[src/rtl/snn_if.sv]
// Handshake/bus bundle between the input-neuron stage, the SNN core and the
// downstream decision logic.
interface snn_if #(
  parameter int INPUTNUM = 4,
  parameter int EXCNUM   = 2,
  parameter int DW       = 16,
  parameter int CNTW     = 10,
  parameter int AW       = (INPUTNUM * EXCNUM > 1) ? $clog2(INPUTNUM * EXCNUM) : 1
);
  logic                     en;
  logic                     step;
  logic [INPUTNUM-1:0]      pre_spike;
  logic                     w_we;
  logic [AW-1:0]            w_addr;
  logic signed [DW-1:0]     w_data;
  logic [EXCNUM-1:0]        out_spike;
  logic                     spike_valid;
  logic [EXCNUM*CNTW-1:0]   spike_cnt;
  logic                     cnt_valid;
  logic                     busy;
  logic                     overrun;

  modport master (
    output en, step, pre_spike, w_we, w_addr, w_data,
    input  out_spike, spike_valid, spike_cnt, cnt_valid, busy, overrun
  );

  modport slave (
    input  en, step, pre_spike, w_we, w_addr, w_data,
    output out_spike, spike_valid, spike_cnt, cnt_valid, busy, overrun
  );
endinterface

[src/rtl/snn_core.sv]
// Spiking-network core: weight register file, single-MAC time-multiplexed
// accumulation, saturating leaky integrate-and-fire neurons, windowed counters.
module snn_core #(
  parameter int                   INPUTNUM   = 4,
  parameter int                   EXCNUM     = 2,
  parameter int                   DW         = 16,
  parameter logic signed [DW-1:0] THRESH     = 16'sd8192,
  parameter int                   LEAK_SHIFT = 4,
  parameter int                   CNTW       = 10,
  parameter int                   WINDOW     = 1000
) (
  input  logic clk,
  input  logic rst,
  snn_if.slave bus
);

  localparam int NM   = INPUTNUM * EXCNUM;
  localparam int AW   = (NM > 1) ? $clog2(NM) : 1;
  localparam int IW   = (INPUTNUM > 1) ? $clog2(INPUTNUM) : 1;
  localparam int JW   = (EXCNUM > 1) ? $clog2(EXCNUM) : 1;
  localparam int ACCW = DW + $clog2(INPUTNUM) + 1;
  localparam int VW   = ((ACCW > DW) ? ACCW : DW) + 2;
  localparam int WINW = $clog2(WINDOW + 1);

  localparam logic signed [DW-1:0] VMAX = {1'b0, {(DW-1){1'b1}}};
  localparam logic signed [DW-1:0] VMIN = {1'b1, {(DW-1){1'b0}}};

  typedef enum logic [1:0] {IDLE, ACCUM, FIRE} state_e;

  state_e                   state_q, state_d;
  logic [INPUTNUM-1:0]      ps_q;
  logic [AW-1:0]            k_q;
  logic [IW-1:0]            i_q;
  logic [JW-1:0]            j_q;
  logic signed [DW-1:0]     w_q   [NM];
  logic signed [ACCW-1:0]   acc_q [EXCNUM];
  logic signed [DW-1:0]     v_q   [EXCNUM];
  logic [CNTW-1:0]          cnt_q [EXCNUM];
  logic [WINW-1:0]          win_q;
  logic [EXCNUM-1:0]        out_spike_q;
  logic                     spike_valid_q;
  logic [EXCNUM*CNTW-1:0]   spike_cnt_q;
  logic                     cnt_valid_q;
  logic                     overrun_q;

  logic                     accept, accum_en, fire_en, busy, wr_en, win_last;
  logic signed [ACCW-1:0]   add_term;
  logic signed [VW-1:0]     v_full [EXCNUM];
  logic signed [DW-1:0]     v_new  [EXCNUM];
  logic [CNTW-1:0]          cnt_nxt [EXCNUM];
  logic [EXCNUM-1:0]        fire;

  always_ff @(posedge clk or posedge rst) begin
    if (rst) state_q <= IDLE;
    else     state_q <= state_d;
  end

  always_comb begin
    state_d  = state_q;
    accept   = 1'b0;
    accum_en = 1'b0;
    fire_en  = 1'b0;
    unique case (state_q)
      IDLE: begin
        if (bus.step && bus.en) begin
          accept  = 1'b1;
          state_d = ACCUM;
        end
      end
      ACCUM: begin
        accum_en = 1'b1;
        if (k_q == AW'(NM - 1)) state_d = FIRE;
      end
      FIRE: begin
        fire_en = 1'b1;
        state_d = IDLE;
      end
      default: state_d = IDLE;
    endcase
  end

  assign busy     = (state_q != IDLE);
  assign wr_en    = bus.w_we && !busy && ({1'b0, bus.w_addr} < (AW + 1)'(NM));
  assign add_term = ps_q[i_q] ? ACCW'(w_q[k_q]) : '0;
  assign win_last = (win_q == WINW'(WINDOW - 1));

  // Membrane update is evaluated in full precision, then clamped to DW.
  always_comb begin
    for (int j = 0; j < EXCNUM; j++) begin
      v_full[j] = VW'(v_q[j]) - VW'(v_q[j] >>> LEAK_SHIFT) + VW'(acc_q[j]);
      if (v_full[j] > VW'(VMAX))      v_new[j] = VMAX;
      else if (v_full[j] < VW'(VMIN)) v_new[j] = VMIN;
      else                            v_new[j] = v_full[j][DW-1:0];
      fire[j]    = (v_new[j] >= THRESH);
      cnt_nxt[j] = (fire[j] && (cnt_q[j] != {CNTW{1'b1}})) ? cnt_q[j] + 1'b1 : cnt_q[j];
    end
  end

  always_ff @(posedge clk or posedge rst) begin
    if (rst) begin
      for (int n = 0; n < NM; n++) w_q[n] <= '0;
    end else if (wr_en) begin
      w_q[bus.w_addr] <= bus.w_data;
    end
  end

  always_ff @(posedge clk or posedge rst) begin
    if (rst) begin
      ps_q <= '0;
      k_q  <= '0;
      i_q  <= '0;
      j_q  <= '0;
      for (int j = 0; j < EXCNUM; j++) acc_q[j] <= '0;
    end else if (accept) begin
      ps_q <= bus.pre_spike;
      k_q  <= '0;
      i_q  <= '0;
      j_q  <= '0;
      for (int j = 0; j < EXCNUM; j++) acc_q[j] <= '0;
    end else if (accum_en) begin
      acc_q[j_q] <= acc_q[j_q] + add_term;
      k_q        <= k_q + 1'b1;
      if (i_q == IW'(INPUTNUM - 1)) begin
        i_q <= '0;
        j_q <= j_q + 1'b1;
      end else begin
        i_q <= i_q + 1'b1;
      end
    end
  end

  always_ff @(posedge clk or posedge rst) begin
    if (rst) begin
      for (int j = 0; j < EXCNUM; j++) begin
        v_q[j]   <= '0;
        cnt_q[j] <= '0;
      end
      win_q         <= '0;
      out_spike_q   <= '0;
      spike_valid_q <= 1'b0;
      spike_cnt_q   <= '0;
      cnt_valid_q   <= 1'b0;
      overrun_q     <= 1'b0;
    end else begin
      spike_valid_q <= fire_en;
      cnt_valid_q   <= 1'b0;
      overrun_q     <= busy && ((bus.step && bus.en) || bus.w_we);
      if (fire_en) begin
        out_spike_q <= fire;
        for (int j = 0; j < EXCNUM; j++) v_q[j] <= fire[j] ? '0 : v_new[j];
        // The window closes on this step, so its spikes land in the latched copy.
        if (win_last) begin
          for (int j = 0; j < EXCNUM; j++) begin
            spike_cnt_q[j*CNTW +: CNTW] <= cnt_nxt[j];
            cnt_q[j]                    <= '0;
          end
          win_q       <= '0;
          cnt_valid_q <= 1'b1;
        end else begin
          for (int j = 0; j < EXCNUM; j++) cnt_q[j] <= cnt_nxt[j];
          win_q <= win_q + 1'b1;
        end
      end
    end
  end

  assign bus.out_spike   = out_spike_q;
  assign bus.spike_valid = spike_valid_q;
  assign bus.spike_cnt   = spike_cnt_q;
  assign bus.cnt_valid   = cnt_valid_q;
  assign bus.busy        = busy;
  assign bus.overrun     = overrun_q;

endmodule

[src/flat_wrapper.sv]
// flat-port wrapper written by rule: the top's interface ports become plain ports
module snn_core_flat 
#(
  parameter int                   INPUTNUM   = 4,
  parameter int                   EXCNUM     = 2,
  parameter int                   DW         = 16,
  parameter logic signed [DW-1:0] THRESH     = 16'sd8192,
  parameter int                   LEAK_SHIFT = 4,
  parameter int                   CNTW       = 10,
  parameter int                   WINDOW     = 1000
)
  (clk, rst, bus_en, bus_step, bus_pre_spike, bus_w_we, bus_w_addr, bus_w_data, bus_out_spike, bus_spike_valid, bus_spike_cnt, bus_cnt_valid, bus_busy, bus_overrun);
  snn_if #(.INPUTNUM(INPUTNUM), .EXCNUM(EXCNUM), .DW(DW), .CNTW(CNTW)) bus_i ();
  input  logic clk;
  input  logic rst;
  input wire logic [$bits(bus_i.en)-1:0] bus_en;
  input wire logic [$bits(bus_i.step)-1:0] bus_step;
  input wire logic [$bits(bus_i.pre_spike)-1:0] bus_pre_spike;
  input wire logic [$bits(bus_i.w_we)-1:0] bus_w_we;
  input wire logic [$bits(bus_i.w_addr)-1:0] bus_w_addr;
  input wire logic [$bits(bus_i.w_data)-1:0] bus_w_data;
  output wire logic [$bits(bus_i.out_spike)-1:0] bus_out_spike;
  output wire logic [$bits(bus_i.spike_valid)-1:0] bus_spike_valid;
  output wire logic [$bits(bus_i.spike_cnt)-1:0] bus_spike_cnt;
  output wire logic [$bits(bus_i.cnt_valid)-1:0] bus_cnt_valid;
  output wire logic [$bits(bus_i.busy)-1:0] bus_busy;
  output wire logic [$bits(bus_i.overrun)-1:0] bus_overrun;
  assign bus_i.en = bus_en;
  assign bus_i.step = bus_step;
  assign bus_i.pre_spike = bus_pre_spike;
  assign bus_i.w_we = bus_w_we;
  assign bus_i.w_addr = bus_w_addr;
  assign bus_i.w_data = bus_w_data;
  assign bus_out_spike = bus_i.out_spike;
  assign bus_spike_valid = bus_i.spike_valid;
  assign bus_spike_cnt = bus_i.spike_cnt;
  assign bus_cnt_valid = bus_i.cnt_valid;
  assign bus_busy = bus_i.busy;
  assign bus_overrun = bus_i.overrun;
  snn_core #(.INPUTNUM(INPUTNUM), .EXCNUM(EXCNUM), .DW(DW), .THRESH(THRESH), .LEAK_SHIFT(LEAK_SHIFT), .CNTW(CNTW), .WINDOW(WINDOW)) u_core (.clk(clk), .rst(rst), .bus(bus_i));
endmodule
[config.mk]
export PLATFORM = sky130hd
export DESIGN_NAME = snn_core_flat
export DESIGN_NICKNAME = d
export VERILOG_FILES = /design/src/rtl/snn_if.sv /design/src/rtl/snn_core.sv /design/src/flat_wrapper.sv
export SDC_FILE = /design/constraint.sdc
export NUM_CORES = 1
export LEC_CHECK = 0
export ABC_AREA = 0
export CAP_MARGIN = 0
export CORE_MARGIN = 2
export CORE_UTILIZATION = 50
export CTS_CLUSTER_DIAMETER = 40
export CTS_CLUSTER_SIZE = 24
export DETAILED_ROUTE_END_ITERATION = 12
export PLACE_DENSITY = 0.76
export SLEW_MARGIN = 25
export SYNTH_ARGS = -nofsm -noshare
export SYNTH_HDL_FRONTEND = slang
export SYNTH_SLANG_ARGS = --single-unit
export TNS_END_PERCENT = 50
[constraint.sdc]
create_clock -name clk -period 15.4 [get_ports clk]
set_input_delay 3.08 -clock clk [delete_from_list [all_inputs] [get_ports clk]]
set_output_delay 3.08 -clock clk [all_outputs]
set_load 0.005 [all_outputs]
Word-level counts from Yosys, hierarchy flattened

Cells that the tools add are included.

Register bits: 265
Input bits: 28
Output and inout bits: 26
Word-level logic and storage cells: 120

Add/subtract/negate cells: 11
Order comparisons: 12
Eq/ne operators: 9
Multiplexer cells: 44
Bitwise gates (word level): 3
Reductions and logical operators: 16

Operator list:

| cell                  | count |
|---|---|
| $mux 16               | 9 |
| $bwmux 128            | 1 |
| $mux 19               | 5 |
| $mux 38               | 2 |
| $bmux 16 s3           | 1 |
| $demux 16 s3          | 1 |
| $gt 21x16->1 const B  | 2 |
| $lt 21x16->1 const B  | 2 |
| $add 17x19->20        | 2 |
| $bwmux 38             | 1 |
| $sub 16x12->17        | 2 |
| $ge 16x15->1 const B  | 2 |
| $add 10x1->10 const B | 3 |
| $mux 10               | 3 |
| $mux 20               | 1 |
| $ne 10x10->1 const B  | 2 |
| $add 19x19->19        | 1 |
| $demux 19 s1          | 1 |
| $eq 10x10->1 const B  | 1 |
| $mux 1                | 10 |
| $mux 2                | 5 |
| $ge 4x4->1 const B    | 2 |
| $not 3->4             | 2 |
| $logic_and 1x1->1     | 7 |
| other kinds (20)      | 27 |

Depth between registers and ports, before layout

Gate-level depths: netlist of run 1.

Depth in word-level cells: 9
Depth in mapped cells: 18
Mapped depth without buffers: 16

Worst setup path after synthesis of run 1

No wires, ideal clock.

Kind: input port to flip-flop
Start: input port bus_w_we
End: register u_core.w_q[0] (netlist bit)
Library setup time: 125 ps
Arrival time: 4463 ps
Data required time: 15275 ps
Path slack: 10812 ps
Stages on the path: 6
Buffers on the path: 3
Cell sequence: and3_1 > clkbuf_1 > and3_1 > clkbuf_1 > clkbuf_1 > mux2_2

Longest elaborated chain between the ends: 1

RTL lines:

| element                        | RTL line           | source |
|---|---|---|
| start: declaration             | flat_wrapper.sv:19 | `input wire logic [$bits(bus_i.w_we)-1:0] bus_w_we;` |
| $logic_and 1x1->1              | snn_core.sv:83     | `assign wr_en = bus.w_we && !busy && ({1'b0, bus.w_addr} < (AW + 1)'(NM));` |
| end signal: indexed assignment | snn_core.sv:103    | `w_q[bus.w_addr] <= bus.w_data;` |
| end: declaration               | snn_core.sv:35     | `logic signed [DW-1:0] w_q [NM];` |

No other way between the ends.
A chain may end at the register's enable or synchronous reset.

Final worst setup path of run 1

Start: register u_core.state_q[1]
End: output port bus_busy

Longest elaborated chain between the ends: 1

RTL lines:

| element                  | RTL line           | source |
|---|---|---|
| start: declaration       | snn_core.sv:30     | `state_e state_q, state_d;` |
| start signal: assignment | snn_core.sv:55     | `else state_q <= state_d;` |
| $reduce_bool 2->1        | snn_core.sv:82     | `assign busy = (state_q != IDLE);` |
| end: declaration         | flat_wrapper.sv:26 | `output wire logic [$bits(bus_i.busy)-1:0] bus_busy;` |

No other way between the ends.

==> impl_results.md, run 1 <==
- Outcome: complete, no violations
- Worst slew margin: 35.7%
- Post-synth EDFFs: 0
- Final GP Congestion: roughly 0.83
- Post-CTS setup buffer count: 0
- WP data required: 12.32 ns
- DR vias: 11.0k
- Clock sink total: 265
- Fmax: 206 MHz
- Clk_lat worst skew: 0.53 ns
- FILL cells: 2504
- DRC viols: 0
- Final Hold Viols: 0
- Layout Cells excl Fill: 1925
- Crit path DAT: 1.77 ns
- P&R area growth vs syn: 14.2%
- Final net count: 1623
- Number of cell rows: 64
- Number of port buffers: 53
- Final Util: 58.0%
- Ys flop type: dfrtp_1
- Ant diodes: 0
- Core area: between 30000 and 40000 um^2
- CTS buffer count: 37
- Total GRT Usage: about a fifth
- Post-route minimum period: 4.85 ns
- Cell area power density: between 200 and 300 nW/um^2
- Actual slew at the worst max-slew pin: 0.962 ns
- Placed Cells: 1857
- Hold Buf Count CTS: 0
- Initial Util: 50.8%
- DR pass1 iterations: 7
- Leak: roughly 8.0 nW
- Synth unique cells: 63
- Layout cell share with drive strength beyond 1: approximately 18%
- Crit-path max FO: 6
- Via density: 5.73
- Synth Net Count: 1574
- Slew Limit Fails: 0
- Clock buffer depth: 3
- Register area share after synthesis: 42.6%
- Iteration-0 DRC Markers: 708
- Vias in the first global route: 11.3k
- Seq cells post-synth: 265
- Worst Hold Class: register to register
- Startpoint types: register
- Top-count cell post-synth: dfrtp_1
- DRT Wirelength: 33.7 mm
- Max-cap violations: 0
- Synth Instances: around 1.5k
- Clk root buf: clkbuf_16
- Endpoint type of the worst setup path: output pin
- FFs w/ async S/R, synth: 100%
- Post-route setup slack: 10.55 ns
- Final worst path period share: 31.5%
- Peak VDD IR: between 0.1 and 0.15 mV
- Wire per inst: 17.5 um
- Largest net degree at the start of global routing: 107
- Post_cts resized: 0
- YS warnings: 0
- I/O pin total: between 50 and 60
- Global route total overflow: 0
- Skew final: ~0.022 ns
- Initial antenna violation count: 0
- Avg Inst Size Synth: 10.7 um^2
- Synth top area cells: dfrtp_1, mux2_2, ha_1, mux4_2, fa_1
- Crit Path Class: register to output pin
- Post-DP HPWL: 23.0 mm
- RSZ-0062 raised after global routing: false
- Routed Antenna Nets: 0
- Die Y: 180 um
- Commonest cells post-synth: dfrtp_1, mux2_2, nand2_1
- DP Worst Slack: roughly 10 ns
- H-Tree Level Count: 2
- Syn Std Cell Area: 15600 um^2
- Die width: 180 um
- CTS tree: built
- Leading area contributor after synthesis: dfrtp_1
- Worst-path clk slew: ~0.060 ns
- DIE AREA: approximately 33000 um^2
- Final setup viols: 0
- Global-route wire length before repair: 56.8 mm
- Setup tns final: 0 ns
- Post-synth top area share: 42.6%
final cells by class:
| type | count | area, um^2 | share of cell area (%) |
|---|---|---|---|
| sequential | 265 | 6630 | 37.4 |
| multi-input combinational | 1008 | 8240 | 46.4 |
| clock inverter | 23 | 250 | 1.41 |
| inverter | 123 | 469 | 2.64 |
| clock buffer | 45 | 1040 | 5.85 |
| timing repair buffer | 65 | 624 | 3.52 |
| tap | 396 | 495 | 2.79 |
path summary, 6_finish.rpt:
check	start	end	slack (ns)	cells past startpoint
hold reg to reg	u_core.ps_q[1]$_DFFE_PP0P_	u_core.ps_q[1]$_DFFE_PP0P_	0.47	2
setup / recovery	u_core.state_q[1]$_DFFE_PP0P_	bus_busy	10.55	3
max in group asynchronous	rst	u_core.win_q[6]$_DFFE_PP0P_	10.87	3
min in group asynchronous	rst	u_core.w_q[50]$_DFFE_PP0P_	3.12	2
hold / removal	u_core.ps_q[1]$_DFFE_PP0P_	u_core.ps_q[1]$_DFFE_PP0P_	0.47	2
setup reg to reg	u_core.v_q[21]$_DFFE_PP0P_	u_core.cnt_q[14]$_DFFE_PP0P_	10.83	14
flip-flops by register name, indices dropped and copies added (netlist names):
signal,flops
u_core.k_q,3
u_core.state_q,2
u_core.v_q,32
u_core.i_q,2
u_core.win_q,10
u_core.bus.overrun,1
u_core.ps_q,4
u_core.j_q,1
u_core.cnt_q,20
u_core.bus.cnt_valid,1
u_core.bus.spike_cnt,20
u_core.bus.out_spike,2
u_core.bus.spike_valid,1
u_core.acc_q,38
u_core.w_q,128
per-stage QoR:
| step | hold slack (ns) | total power [mW] | instance area (um^2) |
|---|---|---|---|
| floorplan | 0.440 | 3.08 | 15600 |
| global placement | 0.457 | 3.53 | 16500 |
| detailed placement | 0.460 | 3.62 | 16500 |
| CTS | 0.478 | 4.52 | 17700 |
| global route | 0.508 | 4.88 | 17800 |
| finish | 0.474 | 4.52 | 17800 |
cell families after synthesis:
kind of cell	share of synthesized area, %
simple gates	11.0
compound gates	13.5
mux	15.7
xor+xnor	3.72
buf+inv	4.38
fa+ha+maj	9.14
flops	42.6
worst max-delay path, cell delays in order (launching register included):
cell	delay (ns)
dfrtp_1	0.41
nor2_1	0.32
inv_1	0.07
clkdlybuf4s50_1	0.45
per-layer routing:
layer | part of all wire, % | track usage, % | up-vias | wire length (um)
met4 | 2.3 | 6.55 | 0 | 758
met2 | 49 | 36.1 | 231 | 16600
met1 | 45 | 27.9 | 5478 | 15000
li1 | - | - | 5270 | -
met3 | 3.8 | 2.95 | 54 | 1290
met5 | 0 | 0 | - | 0
cell usage in the layout (no fill, tap or decap), types with 14 or more instances in the layout:
master           count
a22o_1              42
nand2_1            124
nor2_1              90
nor3_1              14
clkdlybuf4s50_1     53
inv_1              121
xor2_1              17
a21oi_1             58
ha_1                64
mux2_2             134
o21ai_0             66
o22ai_1             17
xnor2_1             49
o21ai_1             18
mux4_2              32
nand3_1             24
fa_1                31
dfrtp_1            264
or3_1               14
and3_1              16
a21o_1              18
clkbuf_16           39
mux2i_1             21
where the power goes:
part / switching (mW) / internal (mW)
logic: 1.39 / 1.14
clock network: 0.344 / 0.528
registers: 0.167 / 0.953
total: 1.90 / 2.62
(Power assumes the default switching activity.)
==> run 2: changes to the inputs <==
- clock period: 15.4 -> 4.9 ns (I/O delays scaled with it)
==> impl_results.md, run 2 (same netlist as run 1, synthesis figures left out) <==
- Outcome: complete, no violations
- GRT busiest layer: met2
- Clk root buf: clkbuf_16
- Core area: 30600 um^2 (unchanged)
- DR pass1 iterations: 6 (-1)
- WP data required: 5.30 ns (-7.02 ns)
- DR vias: 11.3k (+2.1%)
- Post-DP HPWL: 24.4 mm (+5.9%)
- Wire per inst: 18.1 um (+3.6%)
- Largest register by flop count: u_core.w_q
- Commonest non-fill, non-tap cell in the layout: dfrtp_1
- Biggest regs: u_core.w_q: 128 flops, u_core.acc_q: 38 flops, u_core.v_q: 32 flops
- DRT Wirelength: 35.0 mm (+3.9%)
- Worst-path clk slew: 0.06 ns (about the same)
- Min-delay src: u_core.bus.spike_cnt[16]$_DFFE_PP0P_
- Actual slew at the worst max-slew pin: 1.02 ns (+0.0572 ns)
- Largest net degree at the start of global routing: 122 (+14%)
- Final setup viols: 0 (unchanged)
- RSZ-0062 raised after global routing: false
- Number of cell rows: 64 (unchanged)
- Layout cell share with drive strength beyond 1: 18.1% (+0.45 points)
- Initial antenna violation count: 0 (unchanged)
- FILL cells: 2494 (-0.40%)
- Final net count: 1631 (+0.49%)
- Ant diodes: 0 (unchanged)
- Global route total overflow: 0 (unchanged)
- Worst Hold Class: register to register
- Startpoint types: register
- DRC viols: 0 (unchanged)
- P&R area growth vs syn: 14.9%
- Number of port buffers: 53 (unchanged)
- Via density: 5.84 (+1.8%)
- Post_cts resized: 0 (unchanged)
- Met1 usage in global routing: 27.7% (-0.11 points)
- I/O pin total: 54 (unchanged)
- R2r endpoint: u_core.v_q[2]$_DFFE_PP0P_
- Final worst path period share: 89.5%
- Placed Cells: 1865 (+0.43%)
- Die width: 180 um (unchanged)
- Setup tns final: 0 ns (unchanged)
- Reg-to-reg slack, setup: 0.51 ns (-10.32 ns)
- Clk_lat worst skew: 0.52 ns (about the same)
- Final Hold Viols: 0 (unchanged)
- CTS tree: built
- Worst setup path endpoint: u_core.v_q[2]$_DFFE_PP0P_
- Cell area power density: 807 nW/um^2 (+220%)
- DIE AREA: 32500 um^2 (unchanged)
- Routed Antenna Nets: 0 (unchanged)
- Iteration-0 DRC Markers: 640 (-9.6%)
- Worst slew margin: 32.0% (-3.7 points)
- Max reg flops: 128 (unchanged)
- Crit Path Class: register to register
- Hold Buf Count CTS: 0 (unchanged)
- Power, Total: 14.4 mW (+220%)
- Max-cap violations: 0 (unchanged)
- Final GP Congestion: 0.920 (+11%)
- Clock buffer depth: 3 (unchanged)
- Fmax: roughly 230 MHz
- Initial Util: 50.8% (unchanged)
- Grt met3 use: 3.88% (+0.93 points)
- Leak: 8.06 nW (+0.80%)
- Skew final: 0.0272 ns (+0.00515 ns)
- Die Y: 180 um (unchanged)
- Post-route minimum period: 4.39 ns
- Total GRT Usage: 21.7% (+0.66 points)
- Peak VDD IR: 0.439 mV (+270%)
- Layout Cells excl Fill: 1931 (+0.31%)
- Worst r2r src: u_core.acc_q[1]$_DFFE_PP0P_
- Met2 usage: 37.4% (+1.3 points)
- Most frequent cells in the layout: dfrtp_1, mux2_2, nand2_1, inv_1, nor2_1
- Clock sink total: 265 (unchanged)
- Vias in the first global route: 11.6k (+2.8%)
- Critical Path Start: u_core.acc_q[1]$_DFFE_PP0P_
- Worst reg-to-reg path cell count: 13 (-1)
- Crit path DAT: 4.79 ns (+3.02 ns)
- Endpoint type of the worst setup path: register
- Global-route wire length before repair: 58.5 mm (+3.0%)
- Footprint of the multi-input gates: 8250 um^2 (about the same)
- CTS buffer count: 37 (unchanged)
- Crit-path max FO: 14 (+8)
- Slew Limit Fails: 0 (unchanged)
- Sequential cell area: 6630 um^2 (unchanged)
- Post-CTS setup buffer count: 0 (unchanged)
- H-Tree Level Count: 2 (unchanged)
-- run 2: stage by stage --
stage               setup WS, ns  area, um^2  utilization (%)  hold slack [ns]
floorplan                  0.422       15600                -            0.440
global placement           0.310       16600             54.1            0.457
detailed placement         0.555       16600             54.1            0.461
CTS                        0.489       17900             58.4            0.475
global route               0.129       17900             58.4            0.501
finish                     0.513       17900             58.4            0.473
-- run 2: where the power goes --
part           internal [mW]  switching (mW)
Sequential              3.00           0.538
Clock                   1.75            1.07
Combinational           3.60            4.47
Total                   8.35            6.07
-- run 2: worst min path at each step --
| stage | endpoint | slack (ns) | cells past startpoint |
|---|---|---|---|
| global placement | u_core.ps_q[2]$_DFFE_PP0P_ | 0.46 | 2 |
| global route | u_core.acc_q[26]$_DFFE_PP0P_ | 0.50 | 2 |
| finish | u_core.bus.spike_cnt[16]$_DFFE_PP0P_ | 0.47 | 2 |
| CTS | u_core.ps_q[1]$_DFFE_PP0P_ | 0.48 | 2 |
| floorplan | u_core.ps_q[2]$_DFFE_PP0P_ | 0.44 | 2 |
| detailed placement | u_core.ps_q[2]$_DFFE_PP0P_ | 0.46 | 2 |
-- run 2: cell type report --
cell class	count	area share, %
timing repair buffer	73	4.02
multi-input combinational	1008	46.2
sequential	265	37.1
tap	396	2.77
clock inverter	25	1.83
clock buffer	41	5.50
inverter	123	2.60
-- run 2: per-layer routing --
| layer | share of wire (%) | routed length [um] | vias to the layer above |
|---|---|---|---|
| li1 | - | - | 5285 |
| met5 | 0 | 0 | - |
| met1 | 43 | 14900 | 5641 |
| met2 | 49 | 17300 | 259 |
| met3 | 4.9 | 1700 | 84 |
| met4 | 3.1 | 1080 | 0 |
-- run 2: critical path, stage by stage, from the launching register on --
cell       delay (ns)
dfrtp_1          0.37
inv_1            0.07
fa_1             0.54
inv_1            0.06
ha_1             0.30
a211oi_1         0.33
o21ai_1          0.20
a2111oi_4        0.42
o311ai_1         0.26
mux2i_1          0.20
a2111oi_1        0.54
a21oi_2          0.31
nand2b_1         0.41
o21ai_0          0.26
==> run 3: changes to the inputs <==
- GPL_ROUTABILITY_DRIVEN: not set -> 0
- RECOVER_POWER: not set -> 25
- SKIP_LAST_GASP: not set -> 1
==> impl_results.md, run 3 (same netlist as run 1, synthesis figures left out) <==
- Largest register by flop count: u_core.w_q
- Initial Util: 50.8% (unchanged)
- Post-route cell area: 17800 um^2 (-0.27%)
- CTS tree: built
- Placed cell area: 16500 um^2 (-0.16%)
- CTS buffer count: 38 (+2.7%)
- Setup tns final: 0 ns (unchanged)
- Ant diodes: 0 (unchanged)
- Actual slew at the worst max-slew pin: 3.05 ns (+2.03 ns)
- Clk_lat worst skew: 0.52 ns (about the same)
- Biggest regs: u_core.w_q: 128 flops, u_core.acc_q: 38 flops, u_core.v_q: 32 flops
- Die Y: 180 um (unchanged)
- Endpoint type of the worst setup path: register
- Clock sink total: 265 (unchanged)
- Global-route wire length before repair: 59.0 mm (+0.79%)
- Worst slew margin: -104% (-140 points)
- Startpoint types: register
- Number of cell rows: 64 (unchanged)
- Worst-path clk slew: 0.06 ns (about the same)
- Routed Antenna Nets: 0 (unchanged)
- Global route total overflow: 0 (unchanged)
- Skew final: 0.0200 ns (-0.00721 ns)
- Die width: 180 um (unchanged)
- Max reg flops: 128 (unchanged)
- WP data required: 5.29 ns (about the same)
- I/O pin total: 54 (unchanged)
- Worst Hold Class: register to register
- Final setup viols: 0 (unchanged)
- Final Hold Viols: 0 (unchanged)
- Via density: 5.86 (+0.49%)
- DRT Wirelength: 35.3 mm (+0.89%)
- DR vias: 11.3k (+0.39%)
- RSZ-0062 raised after global routing: false
- Clk root buf: clkbuf_16
- Total GRT Usage: 22.1% (+0.34 points)
- Peak VDD IR: 0.409 mV (-6.7%)
- Cell area power density: 806 nW/um^2 (-0.13%)
- Hold Buf Count CTS: 0 (unchanged)
- Number of port buffers: 53 (unchanged)
- Post-route minimum period: 4.59 ns (+0.204 ns)
- DIE AREA: 32500 um^2 (unchanged)
- Post-CTS setup buffer count: 0 (unchanged)
- Vias in the first global route: 11.6k (-0.034%)
- Layout cell share with drive strength beyond 1: 17.6% (-0.50 points)
- Initial antenna violation count: 0 (unchanged)
- Crit-path max FO: 14 (unchanged)
- DRC viols: 0 (unchanged)
- Post_cts resized: 0 (unchanged)
- Most frequent cells in the layout: dfrtp_1, mux2_2, nand2_1, inv_1, nor2_1
- DR pass1 iterations: 5 (-1)
- Failing checks: capacitance limit, slew limit
- Crit path DAT: 4.98 ns (+0.19 ns)
- P&R area growth vs syn: 14.6%
- Commonest non-fill, non-tap cell in the layout: dfrtp_1
- Fmax: 218 MHz (-4.5%)
- Wire per inst: 18.3 um (+0.99%)
- Largest net degree at the start of global routing: 139 (+14%)
- Slew Limit Fails: 128 (+128)
- Post-DP HPWL: 24.0 mm (-1.6%)
- Leak: 8.06 nW (about the same)
- Final worst path period share: 93.7% (+4.2 points)
- Final net count: 1629 (-0.12%)
- Max-cap violations: 1 (+1)
- Iteration-0 DRC Markers: 716 (+12%)
- Crit Path Class: register to register
- H-Tree Level Count: 2 (unchanged)
- Clock buffer depth: 3 (unchanged)
- Power, Total: 14.4 mW (-0.40%)
- Core area: 30600 um^2 (unchanged)
- Outcome: complete, but fails checks
## run 3: worst max-delay path, stage by stage, from the launching register on
cell and delay, ns:
dfrtp_1 0.86, buf_4 0.33, mux4_2 0.51, mux2i_1 0.23
nor2_1 0.11, ha_1 0.34, a211oi_1 0.43, nand2_1 0.13
o211ai_1 0.31, a31oi_1 0.20, or4_1 0.46, a31oi_1 0.22
xnor2_1 0.11, a22o_1 0.22
## run 3: final timing paths
| path | startpoint | slack (ns) | depth (start not counted) | endpoint |
|---|---|---|---|---|
| max in group asynchronous | rst | 0.91 | 3 | u_core.w_q[28]$_DFFE_PP0P_ |
| worst min register to register | u_core.ps_q[0]$_DFFE_PP0P_ | 0.47 | 2 | u_core.ps_q[0]$_DFFE_PP0P_ |
| worst max-delay path | u_core.k_q[0]$_DFFE_PP0P_ | 0.31 | 13 | u_core.acc_q[17]$_DFFE_PP0P_ |
| worst min-delay path | u_core.ps_q[0]$_DFFE_PP0P_ | 0.47 | 2 | u_core.ps_q[0]$_DFFE_PP0P_ |
| worst max register to register | u_core.k_q[0]$_DFFE_PP0P_ | 0.31 | 13 | u_core.acc_q[17]$_DFFE_PP0P_ |
| min in group asynchronous | rst | 1.17 | 3 | u_core.w_q[114]$_DFFE_PP0P_ |
## run 3: routing by layer
metal,routed length (um),global-route usage (%),vias to the layer above
li1,-,-,5285
met4,1120,7.26,0
met2,17400,38.2,307
met1,15000,28.3,5634
met3,1800,3.64,87
met5,0,0,-
## run 3: stage by stage
step	hold slack (ns)	setup slack (ns)	cells	utilization, %
floorplan	0.440	0.422	1451	-
global placement	0.457	0.611	1862	54.0
CTS	0.477	0.406	1929	58.3
finish	0.470	0.309	1929	58.3
global route	0.499	0.0459	1929	58.3
detailed placement	0.464	0.456	1862	54.0
## run 3: layout make-up
cell class | instances | area [um^2]
Fill cell | 2529 | 12800
Tap cell | 396 | 495
Sequential cell | 265 | 6630
Inverter | 123 | 463
Multi-Input combinational cell | 1008 | 8240
Clock inverter | 24 | 319
Clock buffer | 43 | 990
Timing Repair Buffer | 70 | 681
## run 3: power by group
group,switching [mW],internal (mW),leakage (nW)
Sequential,0.577,3.00,3.43
Clock,1.02,1.78,0.641
Combinational,4.39,3.60,3.99
Total,5.99,8.38,8.06
